$ cat src/rtl/alu_share_ctrl.sv
// Round-robin controller sharing one registered 8-bit ALU among N requesters.
// Divide-by-zero is intercepted: the ALU sees 0+0 and the response carries 16'hFFFF with rsp_err set.
module alu_share_ctrl #(
    parameter int N       = 4,
    parameter int ALU_LAT = 1,
    localparam int IW     = (N > 1) ? $clog2(N) : 1
) (
    input  logic            clk,
    input  logic            reset,
    input  logic [N-1:0]    req_valid,
    output logic [N-1:0]    req_ready,
    input  logic [N*8-1:0]  req_a,
    input  logic [N*8-1:0]  req_b,
    input  logic [N*2-1:0]  req_op,
    output logic [7:0]      alu_a,
    output logic [7:0]      alu_b,
    output logic [1:0]      alu_op,
    input  logic [15:0]     alu_q,
    output logic            rsp_valid,
    input  logic            rsp_ready,
    output logic [15:0]     rsp_data,
    output logic [IW-1:0]   rsp_id,
    output logic            rsp_err,
    output logic            busy
);

    typedef enum logic [1:0] {IDLE, EXEC, RESP} state_t;

    state_t        state_reg;
    logic [IW-1:0] rr_ptr_reg;
    logic [IW-1:0] id_reg;
    logic [2:0]    cnt_reg;
    logic          dz_reg;
    logic [7:0]    alu_a_reg;
    logic [7:0]    alu_b_reg;
    logic [1:0]    alu_op_reg;
    logic [15:0]   rsp_data_reg;
    logic [IW-1:0] rsp_id_reg;
    logic          rsp_err_reg;

    logic [7:0]    a_arr  [N];
    logic [7:0]    b_arr  [N];
    logic [1:0]    op_arr [N];

    generate
        for (genvar gi = 0; gi < N; gi++) begin : g_unpack
            assign a_arr[gi]  = req_a[8*gi +: 8];
            assign b_arr[gi]  = req_b[8*gi +: 8];
            assign op_arr[gi] = req_op[2*gi +: 2];
        end
    endgenerate

    logic          grant_valid;
    logic [IW-1:0] grant_idx;
    logic [IW-1:0] cand;

    // First valid requester at or after rr_ptr, wrapping modulo N.
    always_comb begin
        grant_valid = 1'b0;
        grant_idx   = '0;
        cand        = '0;
        for (int k = 0; k < N; k++) begin
            cand = IW'((int'(rr_ptr_reg) + k) % N);
            if (!grant_valid && req_valid[cand]) begin
                grant_valid = 1'b1;
                grant_idx   = cand;
            end
        end
    end

    always_comb begin
        req_ready = '0;
        if (state_reg == IDLE && grant_valid)
            req_ready[grant_idx] = 1'b1;
    end

    logic sel_dz;
    assign sel_dz = (op_arr[grant_idx] == 2'b11) && (b_arr[grant_idx] == 8'd0);

    always_ff @(posedge clk) begin
        if (reset) begin
            state_reg    <= IDLE;
            rr_ptr_reg   <= '0;
            id_reg       <= '0;
            cnt_reg      <= '0;
            dz_reg       <= 1'b0;
            alu_a_reg    <= '0;
            alu_b_reg    <= '0;
            alu_op_reg   <= '0;
            rsp_data_reg <= '0;
            rsp_id_reg   <= '0;
            rsp_err_reg  <= 1'b0;
        end else begin
            case (state_reg)
                IDLE: begin
                    if (grant_valid) begin
                        alu_a_reg  <= sel_dz ? 8'd0 : a_arr[grant_idx];
                        alu_b_reg  <= sel_dz ? 8'd0 : b_arr[grant_idx];
                        alu_op_reg <= sel_dz ? 2'b00 : op_arr[grant_idx];
                        dz_reg     <= sel_dz;
                        id_reg     <= grant_idx;
                        cnt_reg    <= 3'(ALU_LAT);
                        rr_ptr_reg <= (grant_idx == IW'(N - 1)) ? '0 : grant_idx + 1'b1;
                        state_reg  <= EXEC;
                    end
                end
                EXEC: begin
                    // Operands have been stable for ALU_LAT cycles once the counter hits zero.
                    if (cnt_reg == 3'd0) begin
                        rsp_data_reg <= dz_reg ? 16'hFFFF : alu_q;
                        rsp_id_reg   <= id_reg;
                        rsp_err_reg  <= dz_reg;
                        state_reg    <= RESP;
                    end else begin
                        cnt_reg <= cnt_reg - 1'b1;
                    end
                end
                RESP: begin
                    if (rsp_ready)
                        state_reg <= IDLE;
                end
                default: state_reg <= IDLE;
            endcase
        end
    end

    assign alu_a     = alu_a_reg;
    assign alu_b     = alu_b_reg;
    assign alu_op    = alu_op_reg;
    assign rsp_valid = (state_reg == RESP);
    assign rsp_data  = rsp_data_reg;
    assign rsp_id    = rsp_id_reg;
    assign rsp_err   = rsp_err_reg;
    assign busy      = (state_reg != IDLE);

endmodule

$ cat config.mk
export PLATFORM = sky130hd
export DESIGN_NAME = alu_share_ctrl
export DESIGN_NICKNAME = d
export VERILOG_FILES = /design/src/rtl/alu_share_ctrl.sv
export SDC_FILE = /design/constraint.sdc
export NUM_CORES = 1
export LEC_CHECK = 0
export CAP_MARGIN = 20
export CORE_ASPECT_RATIO = 0.5
export CORE_MARGIN = 2
export CORE_UTILIZATION = 36
export CTS_CLUSTER_DIAMETER = 100
export DETAILED_ROUTE_END_ITERATION = 16
export PLACE_DENSITY = 0.88
export SYNTH_ARGS = -nofsm -noshare
export SYNTH_HDL_FRONTEND = slang
export SYNTH_SLANG_ARGS = --single-unit
export TNS_END_PERCENT = 50
$ cat constraint.sdc
create_clock -name clk -period 2.8 [get_ports clk]
set_input_delay 0.7 -clock clk [delete_from_list [all_inputs] [get_ports clk]]
set_output_delay 0.7 -clock clk [all_outputs]
set_load 0.05 [all_outputs]
==> impl_metrics.json <==
{
  "drc": 0,
  "synth-simple-area-share_pct": 23.4,
  "syn-cell-area_sq_um": 2640,
  "syn_inst": 324,
  "rr_endpoint": "alu_a[0]",
  "total_power_w": 0.00338,
  "worst_setup_path_end_kind": "primary output",
  "max_freq_mhz": 363,
  "outcome": "completed",
  "nFillCells": 549,
  "min_path_cells": 2,
  "clock_sinks": 47,
  "worstPathRequired_ns": 2.10,
  "largest_reg_flops": 16,
  "place_hpwl_um": 6340,
  "antenna_left": 0,
  "die_area_sq_um": 8080,
  "path_class": "in2out",
  "grt_pass1_wl_um": 14000,
  "post_cts_buffers": 0,
  "clock_latency_ns": 0.29,
  "min_period_over_period_pct": 98.3,
  "p_int_w": 0.00197,
  "slew_violations": 0,
  "diodes": 0,
  "syn_area_per_cell_sq_um": 8.15,
  "area_growth_pct": 72.6,
  "wl_per_cell_um": 15.1,
  "synth_fa_ha_area_share_pct": 2.84,
  "cp_max_fo": 5,
  "row_count": 21,
  "final_util_pct": 66.2,
  "via_count": 2953,
  "synth_top_family_by_area": "compound AO/OA/AOI/OAI gates",
  "gr-total-overflow": 0,
  "swShare_pct": 41.6,
  "p_leak_nw": 1.88,
  "crit_start": "req_valid[2]",
  "cts_tree": "yes",
  "synth-xor-area-share_pct": 0.332,
  "final_nets": 581,
  "io_pins": 138,
  "grt_pass1_vias": 2884,
  "cts_buffers": 5,
  "drv_cap": 0,
  "drive_gt1_share_pct": 16.0,
  "hold_path_class": "reg2reg",
  "r2r_setup_slack_ns": 0.18,
  "grt_antenna_before_repair": 0,
  "netSwitchingPower_w": 0.00140,
  "async_flop_share_pct": 0,
  "synth_mux_area_share_pct": 6.92,
  "synth-compound-area-share_pct": 25.3,
  "timing.rr.start": "rr_ptr_reg[1]",
  "h-tree-depth": 2,
  "hold_path_end": "id_reg[1]",
  "path_clk_slew_ns": 0.06,
  "setup_violations": 0,
  "start_kind": "primary input",
  "critPathMaxStageDelay_ns": 0.41,
  "finalHoldViolCount": 0,
  "grt_max_degree": 37,
  "comb_power_share_pct": 55.0,
  "dieWidth_um": 125,
  "ir_drop_mv": 0.334,
  "clock_skew_ns": 0.00398,
  "p_per_area_nw_per_um2": 741,
  "ys_seq_area_share_pct": 35.6,
  "final.min_clock_period_ns": 2.75,
  "p_clk_share_pct": 18.9,
  "min_from": "id_reg[1]",
  "viasPerCell": 5.15,
  "first_iter_violations": 150,
  "tightest_slew_ns": 0.723,
  "initial_core_util_pct": 38.3,
  "worstPathArrival_ns": 2.05,
  "yosysWarnings": 0,
  "r2r.worst_path.cells": 8,
  "cts_root_buf": "clkbuf_16",
  "crit_chain": "buf_4 > nor2b_4 > nor2b_1 > or3_4 > buf_6 > ha_4 > and2_4 > buf_12",
  "drtPass1Iterations": 4,
  "fp.coreArea_sq_um": 6880,
  "slowest_stage": "or3_4",
  "routed_wl_um": 8640,
  "relSlewSlack_pct": 51.8,
  "post-place-ws_ns": -0.538,
  "fin_ws_ns": 0.0478,
  "synth-main-ff-cell": "dfxtp_1",
  "synth-seq-cells": 47,
  "setup_tns_ns": 0,
  "place.gp.congestion": 0.880,
  "cts_buffer_depth": 2,
  "synth_cell_types": 44,
  "track_usage_pct": 21.4,
  "synth_edf_count": 0,
  "synth_fp_nets": 425,
  "seqPwrFrac_pct": 26.2,
  "die_y_um": 64.6,
  "portBuffers": 137
}
synth_stat cells (all sizes together), types with 3 or more instances:
library cell / instances / area share, %
ha: 6 / 2.8
and3: 22 / 5.2
nor3: 11 / 2.3
and2: 4 / 0.95
a211oi: 34 / 10
o21a: 4 / 1.1
inv: 8 / 1.2
nand2: 25 / 3.6
nor2: 52 / 7.4
buf: 8 / 1.8
a211o: 4 / 1.3
nor2b: 5 / 1.3
a21oi: 15 / 2.8
clkbuf: 18 / 2.6
o22ai: 3 / 0.71
nand3: 5 / 0.95
a31oi: 7 / 1.7
dfxtp: 47 / 36
o221ai: 8 / 2.9
mux2i: 16 / 6.1
power groups by stage:
stage                     sequential, W  combinational [W]  clock, W
final                          0.000884            0.00186  0.000638
after global routing           0.000901            0.00199  0.000685
after CTS                      0.000884            0.00184  0.000654
after detailed placement       0.000895            0.00181         0
after global placement         0.000893            0.00179         0
after floorplan                 0.00128           0.000740         0
worst max path at each step:
stage / cells after the start / to / slack (ns)
after CTS: 8 / req_ready[0] / -0.0002
after detailed placement: 10 / alu_op[0] / -0.54
after global placement: 9 / alu_op[0] / -0.47
after global routing: 8 / alu_a[0] / -0.03
after floorplan: 8 / req_ready[1] / -0.02
final: 8 / req_ready[2] / 0.05
cells in the final DEF, fill, tap and decap left out, types with 3 or more instances in the layout:
master and count:
o22ai_1 3, clkbuf_16 5, and3_1 22, nor3_1 10, and2_4 3, o21a_1 4, a211o_1 4, a211oi_2 4
ha_1 4, nor2_1 52, o221ai_1 7, clkdlybuf4s50_1 129, buf_6 3, mux2i_1 16, a31oi_1 7, a211oi_1 30
inv_1 6, nand2_1 23, nor2b_1 4, dfxtp_1 47, nand3_1 5, buf_12 4, buf_4 35, a21oi_1 15
worst max-delay path, delay by kind of cell:
family / cells / cell delay [ns]
simple gates: 4 / 0.78
fa+ha+maj: 1 / 0.15
buf+inv: 3 / 0.42
cell type report:
cell class                 instances  area, sq um  share of cell area (%)
tap                               92          115                    2.53
clock buffer                       7          153                    3.35
multi-input combinational        243         1610                    35.2
inverter                           8         32.5                   0.714
timing repair buffer             175         1700                    37.4
clock inverter                     1         7.51                   0.165
sequential                        47          941                    20.7
cells by family after synthesis:
kind of cell / Yosys count
buf+inv: 34
xor+xnor: 1
simple gates: 130
compound gates: 88
fa+ha+maj: 6
flops: 47
mux: 18
routing by layer:
layer | part of all wire, % | vias up | GRT usage, %
met5 | 0 | - | 0
met4 | 1.0 | 0 | 4.58
met3 | 7.0 | 10 | 6.44
met2 | 48 | 103 | 36.5
met1 | 44 | 1346 | 27.0
li1 | - | 1494 | -
per-stage QoR:
stage,std cells,area (sq um),hold WS [ns]
floorplan,324,2670,0.436
global placement,565,4350,0.447
detailed placement,565,4350,0.458
CTS,573,4530,0.467
global route,573,4560,0.480
finish,573,4560,0.464
repair_timing:
action / 4_1_cts / 5_1_grt
pin swaps: 1 / 1
hold buffers: 0 / 0
gates resized for setup: 23 / 5
setup endpoints to repair: 15 / 3
No activity file was read; power rests on OpenSTA's default activity.
